[src/rtl/conv_layer_scheduler_if.sv]
// Handshake and address bundle between the layer sequencer, the layer
// scheduler and the conv/pool engines.
interface conv_layer_scheduler_if #(
    parameter int unsigned ADDR_W = 12,
    parameter int unsigned NF_W   = 4
);
    logic              start;
    logic [NF_W-1:0]   num_filters;
    logic              pool_en;
    logic [ADDR_W-1:0] w_base;
    logic [ADDR_W-1:0] out_base;
    logic              conv_start;
    logic              conv_done;
    logic              pool_start;
    logic              pool_done;
    logic [ADDR_W-1:0] w_addr_base;
    logic [ADDR_W-1:0] out_addr_base;
    logic [NF_W-1:0]   filter_idx;
    logic              busy;
    logic              layer_done;
    logic              err;

    // Sequencer / engine side
    modport master (
        output start, num_filters, pool_en, w_base, out_base, conv_done, pool_done,
        input  conv_start, pool_start, w_addr_base, out_addr_base, filter_idx,
               busy, layer_done, err
    );

    // Scheduler side
    modport slave (
        input  start, num_filters, pool_en, w_base, out_base, conv_done, pool_done,
        output conv_start, pool_start, w_addr_base, out_addr_base, filter_idx,
               busy, layer_done, err
    );
endinterface

[src/rtl/conv_layer_scheduler.sv]
// Runs the single-filter conv controller once per output filter, with an
// optional pool pass after each, and reports layer completion upward.
module conv_layer_scheduler #(
    parameter int unsigned ADDR_W       = 12,
    parameter int unsigned NF_W         = 4,
    parameter int unsigned KERNEL_WORDS = 9,
    parameter int unsigned FMAP_WORDS   = 676
) (
    input logic                  clk,
    input logic                  rst,
    conv_layer_scheduler_if.slave bus
);
    typedef enum logic [2:0] {
        IDLE, SETUP, KICK, WAIT_CONV, POOL_KICK, WAIT_POOL, NEXT, DONE
    } state_t;

    localparam logic [ADDR_W-1:0] KW_STEP = ADDR_W'(KERNEL_WORDS);
    localparam logic [ADDR_W-1:0] FM_STEP = ADDR_W'(FMAP_WORDS);

    state_t            state, state_nx;
    logic [NF_W-1:0]   nf_q, fi_q;
    logic              pool_en_q;
    logic [ADDR_W-1:0] w_base_q, out_base_q;
    logic [ADDR_W-1:0] w_addr_q, out_addr_q;
    logic              err_q;
    logic              last_filter;
    logic              accept;
    logic              stray_done;

    assign last_filter = (fi_q == nf_q - NF_W'(1));
    assign accept      = (state == IDLE) && bus.start;
    assign stray_done  = (bus.conv_done && state != WAIT_CONV) ||
                         (bus.pool_done && state != WAIT_POOL);

    always_ff @(posedge clk or posedge rst) begin
        if (rst) state <= IDLE;
        else     state <= state_nx;
    end

    always_comb begin
        state_nx = state;
        case (state)
            IDLE:      if (bus.start) state_nx = SETUP;
            SETUP:     state_nx = (nf_q == '0) ? DONE : KICK;
            KICK:      state_nx = WAIT_CONV;
            WAIT_CONV: if (bus.conv_done) state_nx = pool_en_q ? POOL_KICK : NEXT;
            POOL_KICK: state_nx = WAIT_POOL;
            WAIT_POOL: if (bus.pool_done) state_nx = NEXT;
            NEXT:      state_nx = last_filter ? DONE : KICK;
            DONE:      state_nx = IDLE;
            default:   state_nx = IDLE;
        endcase
    end

    always_ff @(posedge clk or posedge rst) begin
        if (rst) begin
            nf_q       <= '0;
            fi_q       <= '0;
            pool_en_q  <= 1'b0;
            w_base_q   <= '0;
            out_base_q <= '0;
            w_addr_q   <= '0;
            out_addr_q <= '0;
            err_q      <= 1'b0;
        end else begin
            if (accept) begin
                nf_q       <= bus.num_filters;
                pool_en_q  <= bus.pool_en;
                w_base_q   <= bus.w_base;
                out_base_q <= bus.out_base;
                fi_q       <= '0;
            end
            if (state == SETUP) begin
                w_addr_q   <= w_base_q;
                out_addr_q <= out_base_q;
            end
            // Incremental per-filter stepping; sums wrap silently at ADDR_W
            if (state == NEXT && !last_filter) begin
                fi_q       <= fi_q + NF_W'(1);
                w_addr_q   <= w_addr_q + KW_STEP;
                out_addr_q <= out_addr_q + FM_STEP;
            end
            // A stray done in the accepting cycle still flags the new layer
            err_q <= (accept ? 1'b0 : err_q) | stray_done;
        end
    end

    always_comb begin
        bus.conv_start    = (state == KICK);
        bus.pool_start    = (state == POOL_KICK);
        bus.layer_done    = (state == DONE);
        bus.busy          = (state != IDLE);
        bus.w_addr_base   = w_addr_q;
        bus.out_addr_base = out_addr_q;
        bus.filter_idx    = fi_q;
        bus.err           = err_q;
    end
endmodule

[src/flat_wrapper.sv]
// flat-port wrapper written by rule: the top's interface ports become plain ports
module conv_layer_scheduler_flat 
#(
    parameter int unsigned ADDR_W       = 12,
    parameter int unsigned NF_W         = 4,
    parameter int unsigned KERNEL_WORDS = 9,
    parameter int unsigned FMAP_WORDS   = 676
)
  (clk, rst, bus_start, bus_num_filters, bus_pool_en, bus_w_base, bus_out_base, bus_conv_done, bus_pool_done, bus_conv_start, bus_pool_start, bus_w_addr_base, bus_out_addr_base, bus_filter_idx, bus_busy, bus_layer_done, bus_err);
  conv_layer_scheduler_if #(.ADDR_W(ADDR_W), .NF_W(NF_W)) bus_i ();
  input logic clk;
  input logic rst;
  input wire logic [$bits(bus_i.start)-1:0] bus_start;
  input wire logic [$bits(bus_i.num_filters)-1:0] bus_num_filters;
  input wire logic [$bits(bus_i.pool_en)-1:0] bus_pool_en;
  input wire logic [$bits(bus_i.w_base)-1:0] bus_w_base;
  input wire logic [$bits(bus_i.out_base)-1:0] bus_out_base;
  input wire logic [$bits(bus_i.conv_done)-1:0] bus_conv_done;
  input wire logic [$bits(bus_i.pool_done)-1:0] bus_pool_done;
  output wire logic [$bits(bus_i.conv_start)-1:0] bus_conv_start;
  output wire logic [$bits(bus_i.pool_start)-1:0] bus_pool_start;
  output wire logic [$bits(bus_i.w_addr_base)-1:0] bus_w_addr_base;
  output wire logic [$bits(bus_i.out_addr_base)-1:0] bus_out_addr_base;
  output wire logic [$bits(bus_i.filter_idx)-1:0] bus_filter_idx;
  output wire logic [$bits(bus_i.busy)-1:0] bus_busy;
  output wire logic [$bits(bus_i.layer_done)-1:0] bus_layer_done;
  output wire logic [$bits(bus_i.err)-1:0] bus_err;
  assign bus_i.start = bus_start;
  assign bus_i.num_filters = bus_num_filters;
  assign bus_i.pool_en = bus_pool_en;
  assign bus_i.w_base = bus_w_base;
  assign bus_i.out_base = bus_out_base;
  assign bus_i.conv_done = bus_conv_done;
  assign bus_i.pool_done = bus_pool_done;
  assign bus_conv_start = bus_i.conv_start;
  assign bus_pool_start = bus_i.pool_start;
  assign bus_w_addr_base = bus_i.w_addr_base;
  assign bus_out_addr_base = bus_i.out_addr_base;
  assign bus_filter_idx = bus_i.filter_idx;
  assign bus_busy = bus_i.busy;
  assign bus_layer_done = bus_i.layer_done;
  assign bus_err = bus_i.err;
  conv_layer_scheduler #(.ADDR_W(ADDR_W), .NF_W(NF_W), .KERNEL_WORDS(KERNEL_WORDS), .FMAP_WORDS(FMAP_WORDS)) u_core (.clk(clk), .rst(rst), .bus(bus_i));
endmodule
[config.mk]
export PLATFORM = sky130hd
export DESIGN_NAME = conv_layer_scheduler_flat
export DESIGN_NICKNAME = d
export VERILOG_FILES = /design/src/rtl/conv_layer_scheduler_if.sv /design/src/rtl/conv_layer_scheduler.sv /design/src/flat_wrapper.sv
export SDC_FILE = /design/constraint.sdc
export NUM_CORES = 1
export LEC_CHECK = 0
export CAP_MARGIN = 5
export CORE_MARGIN = 3
export CORE_UTILIZATION = 45
export CTS_BUF_LIST = sky130_fd_sc_hd__clkbuf_8 sky130_fd_sc_hd__clkbuf_16
export DETAILED_ROUTE_END_ITERATION = 8
export GPL_TIMING_DRIVEN = 0
export PLACE_DENSITY_LB_ADDON = 0.08
export SLEW_MARGIN = 20
export SYNTH_ARGS = -nofsm -noshare
export SYNTH_HDL_FRONTEND = slang
export SYNTH_SLANG_ARGS = --single-unit
[constraint.sdc]
create_clock -name clk -period 2 [get_ports clk]
set_input_delay 0.2 -clock clk [delete_from_list [all_inputs] [get_ports clk]]
set_output_delay 0.2 -clock clk [all_outputs]
set_load 0.01 [all_outputs]
==> run metrics, run 1 <==
worst-margin pin slew=0.684 ns; via count=2704; Synth async-reset ratio=100%; reg2reg end=u_core.bus.out_addr_base[10]$_DFFE_PP0P_; DRT met1 WL=3520 um; htree depth=3; Worst Path Buf+Inv=1; die width=87.7 um; Reg2Reg Depth=7; Max clock buf depth=2; Register Area=1530 sq um; Top Metal Used=met4; root buf cell=clkbuf_8; DR pass1 iterations=4; mux cell area share after synthesis=2.42%; final net count=455; overall die height=87.7 um; area delta synth->final=40.4%; footprint of the multi-input gates=1460 sq um; I/O Buffers=66; Synth Flop Type=dfrtp_1; first-pass GRT wire length=12600 um; XOR/XNOR Fraction of Synth Area=1.75%; vias per cell=5.42; compound-cell area share of the yosys netlist=15.5%; vias in the first global route=2560; maxcap violations=0; CTS tree=built; routed wire length on met3=413 um; Starting Density=46.7%; Tmin final=2.01 ns; fin. max-slew vios=0; most common cell after layout, fill and taps aside=nand2_1; Skew-Pair Late Insertion Delay=0.33 ns; Syn Nets=369; CP Class=reg -> reg; FF-to-FF setup slack=-0.01 ns; critical path peak fanout=6; P_leak=1.93 nW; met2 WL=3740 um; pwr/cell area=1550 nW/um^2; Reg-to-Reg Start=u_core.nf_q[0]$_DFFE_PP0P_; status=finished with violations; Fin Clk Skew=0.0100 ns; cts bufs inserted=9; top post-synthesis cells by area=dfrtp_1 51%, nand2_1 14%, a221o_1 2.3%; final worst setup slack=-0.0108 ns; layout cells sized above 1=14.7%; Final ANT Viol Nets=0; TritonCTS Sinks=61; Total GRT Usage=21.3%; Core Box Area=6420 sq um; grt total ovfl=0; Die ar.=7690 sq um; final worst path period share=101%; Core Util, Final=65.6%; Yosys top cell area share=50.9%; Final Hold Fails=0; largest net degree at the start of global routing=54; worst endpoint required time=2.21 ns; CP Launch Type=flop; Synth Area in Adders=1.67%; RSZ-0062 raised after global routing=true; initial antenna violation count=0; CP Launch Point=u_core.nf_q[0]$_DFFE_PP0P_; slowest CP cell=dfrtp_1; simple-gate portion of the synthesized area=24.1%; failing checks=setup timing; most frequent cells in the layout=114 x nand2_1, 64 x clkdlybuf4s50_1, 60 x dfrtp_1; relative slew slack=54.2%; CP top delay family=compound AO/OA/AOI/OAI gates; Peak VDD IR=776 uV; WP data arrival=2.22 ns; Worst Hold Slack=0.123 ns; fmax=0.497 GHz; DR WL/cell=15.5 um; slowest cell delay on critical path=0.38 ns; area leader, netlist=dfrtp_1; DRC=0; mapped cell area=3000 sq um; fill cell count=553; Setup violations, final=2; ANT cells=0; Ys Warns=0; HPWL Detailed=5350 um; Rows=29; CP endpoint kind=flop; Routability Congestion=0.812; I/O Pins=67; DRT iter0 DRCs=143; Distinct cells, synth=47; largest family of logic cells by synthesized area=simple AND/OR/NAND/NOR gates; Synth Area per Inst=9.07 sq um; Clock transition at path regs=0.07 ns; Seq cells post-synth=61; Post-Route WL=7730 um; Gate Count Post-Synth=331; Seq/Total Area, Yosys=50.9%; worst min path class=in -> async; Post-synth EDFFs=0; cells along the critical path=inv_2 -> ha_4 -> xor2_2 -> xnor2_2 -> a31oi_4 -> mux2_4 -> a221o_1
registers in the layout (all words and copies together) (netlist names):
register,cells
u_core.bus.out_addr_base,12
u_core.bus.w_addr_base,12
u_core.out_base_q,12
u_core.w_base_q,12
u_core.bus.filter_idx,4
u_core.nf_q,4
u_core.state,3
u_core.bus.err,1
u_core.pool_en_q,1
kinds of logic (layout without fill, tap and decap cells):
kind of cell	after synthesis	after routing
adders and majority gates	4	4
muxes	6	6
DFF	61	61
AOI/OAI and AO/OA	60	60
xor gates and xnor gates	6	6
and+or+nand+nor	168	168
buffers and inverters	26	117
layer usage:
metal	vias up	track usage (%)
li1	1333	-
met1	1292	28.9
met2	73	34.1
met3	6	6.02
met4	0	4.60
met5	-	0
worst max path at each step:
stage,end,slack [ns],cells past startpoint
finish,u_core.bus.out_addr_base[10]$_DFFE_PP0P_,-0.01,7
detailed placement,u_core.bus.out_addr_base[10]$_DFFE_PP0P_,-0.22,7
floorplan,u_core.bus.w_addr_base[7]$_DFFE_PP0P_,0.001,7
CTS,u_core.bus.out_addr_base[10]$_DFFE_PP0P_,-0.006,7
global route,u_core.bus.w_addr_base[7]$_DFFE_PP0P_,-0.1,7
global placement,u_core.out_base_q[4]$_DFFE_PP0P_,-0.88,2
repair_timing:
action,4_1_cts,5_1_grt
gates resized for setup,15,29
buffers inserted,5,4
hold buffers,0,0
pin swaps,3,3
endpoints found under the setup margin,44,47
report_power, final:
part	switching [mW]	internal (mW)	total, mW
logic	1.43	1.55	2.98
clock network	0.457	0.746	1.20
registers	0.556	1.78	2.34
final cells by class:
cell class	instances	area share, %
well taps	77	2.29
repair buffers	76	18.0
flip-flops and latches	61	36.2
clock inverters	2	0.890
plain buffers	17	2.46
inverters	8	0.772
multi-input cells	244	34.7
clock buffers	14	4.57
cell usage after synthesis (all sizes together), types with 2 or more instances:
library cell  number
mux2               4
clkbuf            14
nor3               9
ha                 4
and3               5
nand3             10
a311oi             2
a21o               2
o21ai              7
a221o              7
o211ai             9
nor3b              5
mux2i              2
a22o               2
a31oi              3
a31o               2
nand2b             2
dfrtp             61
buf                4
o21bai             2
a21oi              9
xor2               2
nor2              16
inv                8
xnor2              4
o311ai             8
nand2            114
metrics by stage:
| step | setup TNS [ns] | total power, mW | cells | worst slack, ns | area (sq um) |
|---|---|---|---|---|---|
| floorplan | 0 | 3.85 | 331 | 0.00145 | 3010 |
| global placement | -55.18 | 4.83 | 474 | -0.881 | 3770 |
| detailed placement | -3.22 | 4.91 | 475 | -0.217 | 3800 |
| CTS | -0.00582 | 6.37 | 495 | -0.00582 | 4120 |
| global route | -0.471 | 6.99 | 499 | -0.0969 | 4220 |
| finish | -0.0177 | 6.52 | 499 | -0.0108 | 4220 |
Power figures use the tool's default switching activity.
==> run 2: changes to the inputs <==
--- a/config.mk
+++ b/config.mk
@@ -10,8 +10,8 @@
 export CORE_UTILIZATION = 45
 export CTS_BUF_LIST = sky130_fd_sc_hd__clkbuf_8 sky130_fd_sc_hd__clkbuf_16
 export DETAILED_ROUTE_END_ITERATION = 8
-export GPL_TIMING_DRIVEN = 0
 export PLACE_DENSITY_LB_ADDON = 0.08
+export SETUP_SLACK_MARGIN = 0.1
 export SLEW_MARGIN = 20
 export SYNTH_ARGS = -nofsm -noshare
 export SYNTH_HDL_FRONTEND = slang
==> run metrics, run 2 (same netlist as run 1, synthesis figures left out) <==
status=finished, final reports clean (was finished with violations); vias per cell=5.34 (was 5.42); Reg-to-Reg Start=u_core.nf_q[0]$_DFFE_PP0P_ (unchanged); Clock transition at path regs=0.07 ns (about the same); DR WL/cell=14.6 um (was 15.5 um); grt total ovfl=0 (unchanged); DR pass1 iterations=5 (was 4); DRT iter0 DRCs=86 (was 143); Setup violations, final=0 (was 2); area delta synth->final=44.4% (was 40.4%); layout cells sized above 1=18.1% (was 14.7%); Peak VDD IR=711 uV (was 776 uV); TNS Setup=0 ns (was -0.0177 ns); RSZ-0062 raised after global routing=true (unchanged); pwr/cell area=1540 nW/um^2 (was 1550 nW/um^2); Fin Clk Skew=0.0115 ns (was 0.0100 ns); cts bufs inserted=9 (unchanged); WP data arrival=2.21 ns (was 2.22 ns); CTS tree=built (unchanged); # hold bufs at CTS=0 (unchanged); overall die height=87.7 um (unchanged); worst-margin pin slew=0.502 ns (was 0.684 ns); worst endpoint required time=2.21 ns (about the same); FF-to-FF setup slack=0.0008 ns (was -0.01 ns); DRC=0 (unchanged); vias in the first global route=2696 (was 2560); Core Box Area=6420 sq um (unchanged); via count=2708 (was 2704); I/O Pins=67 (unchanged); Post-Route WL=7400 um (was 7730 um); final net count=463 (was 455); maxcap violations=0 (unchanged); Tmin final=2.00 ns (was 2.01 ns); CP Class=reg -> reg (unchanged); Final ANT Viol Nets=0 (unchanged); HPWL Detailed=5150 um (was 5350 um); final instance area=4340 sq um (was 4220 sq um); reg2reg end=u_core.bus.w_addr_base[7]$_DFFE_PP0P_ (was u_core.bus.out_addr_base[10]$_DFFE_PP0P_); initial antenna violation count=0 (unchanged); ANT cells=0 (unchanged); total power=6.67 mW (was 6.52 mW); Final Hold Fails=0 (unchanged); Die ar.=7690 sq um (unchanged); Worst Hold Slack=0.186 ns (was 0.123 ns); Routability Congestion=0.829 (was 0.812); first-pass GRT wire length=12700 um (was 12600 um); P_leak=1.98 nW (was 1.93 nW); critical path peak fanout=5 (was 6); Reg2Reg Depth=7 (unchanged); relative slew slack=66.5% (was 54.2%); most frequent cells in the layout=114 x nand2_1, 63 x clkdlybuf4s50_1, 59 x dfrtp_1 (was 114 x nand2_1, 64 x clkdlybuf4s50_1, 60 x dfrtp_1); fmax=0.500 GHz (was 0.497 GHz); Skew-Pair Late Insertion Delay=0.34 ns (was 0.33 ns); final worst path period share=100% (was 101%); Starting Density=46.7% (unchanged); largest net degree at the start of global routing=31 (was 54); Rows=29 (unchanged); htree depth=3 (unchanged); DP Area=3920 sq um (was 3800 sq um); CP Launch Point=u_core.nf_q[0]$_DFFE_PP0P_ (unchanged); root buf cell=clkbuf_8 (unchanged); fill cell count=527 (was 553); worst min path class=in -> async (unchanged); Worst setup endpoint=u_core.bus.w_addr_base[7]$_DFFE_PP0P_ (was u_core.bus.out_addr_base[10]$_DFFE_PP0P_); CP endpoint kind=flop (unchanged); die width=87.7 um (unchanged); TritonCTS Sinks=61 (unchanged); fin. max-slew vios=0 (unchanged); Total GRT Usage=21.1% (was 21.3%); I/O Buffers=66 (unchanged); CP Launch Type=flop (unchanged); most common cell after layout, fill and taps aside=nand2_1 (unchanged); Max clock buf depth=2 (unchanged)
## run 2: final cells by class
type | count | area [sq um] | share of cell area, %
sequential | 61 | 1530 | 35.3
timing repair buffer | 101 | 978 | 22.6
inverter | 8 | 30.0 | 0.693
tap | 77 | 96.3 | 2.22
multi-input combinational | 244 | 1490 | 34.4
clock buffer | 12 | 165 | 3.81
clock inverter | 4 | 45.0 | 1.04
## run 2: layer usage
| metal | vias up | wire [um] | global-route usage [%] |
|---|---|---|---|
| met5 | - | 0 | 0 |
| met4 | 0 | 144 | 9.48 |
| met3 | 15 | 279 | 4.42 |
| met2 | 56 | 3460 | 32.7 |
| met1 | 1289 | 3520 | 28.5 |
| li1 | 1348 | - | - |
## run 2: how the worst min path moves through the flow
stage                                     startpoint                                      end  slack [ns]  cells past startpoint
floorplan                         bus_num_filters[2]               u_core.nf_q[2]$_DFFE_PP0P_        0.31                      2
global placement            u_core.bus.err$_DFF_PP0_                 u_core.bus.err$_DFF_PP0_        0.45                      2
finish                                           rst             u_core.pool_en_q$_DFFE_PP0P_        0.19                      2
detailed placement  u_core.out_base_q[0]$_DFFE_PP0P_  u_core.bus.out_addr_base[0]$_DFFE_PP0P_        0.46                      2
CTS                                              rst             u_core.pool_en_q$_DFFE_PP0P_        0.20                      2
global route                                     rst           u_core.w_base_q[8]$_DFFE_PP0P_        0.22                      2
## run 2: worst max-delay path: stages (launching register included)
cell and delay, ns:
dfrtp_1 0.39, inv_2 0.09, ha_4 0.17, xor2_4 0.20
xnor2_4 0.11, a31oi_4 0.29, mux2_4 0.33, a221o_1 0.29
## run 2: what timing repair did
action / in CTS / in global routing
pin swaps: 8 / 6
cloned: 0 / 0
endpoints found under the setup margin: 19 / 26
gates resized for setup: 12 / 15
buffers inserted: 5 / 5
## run 2: metrics by stage
| step | utilization, % | std cells | worst slack (ns) |
|---|---|---|---|
| after global placement | 61.1 | 481 | -0.000136 |
| after global routing | 67.5 | 507 | -0.0728 |
| after floorplan | - | 331 | 0.0594 |
| after detailed placement | 61.1 | 481 | -0.0400 |
| after CTS | 65.6 | 502 | 0.0100 |
| final | 67.5 | 507 | 0.000841 |
## run 2: where the power goes
| group | switching, mW | leakage [nW] | total, mW | internal (mW) |
|---|---|---|---|---|
| clock network | 0.476 | 0.112 | 1.15 | 0.671 |
| registers | 0.528 | 0.759 | 2.31 | 1.79 |
| logic | 1.49 | 1.11 | 3.21 | 1.72 |
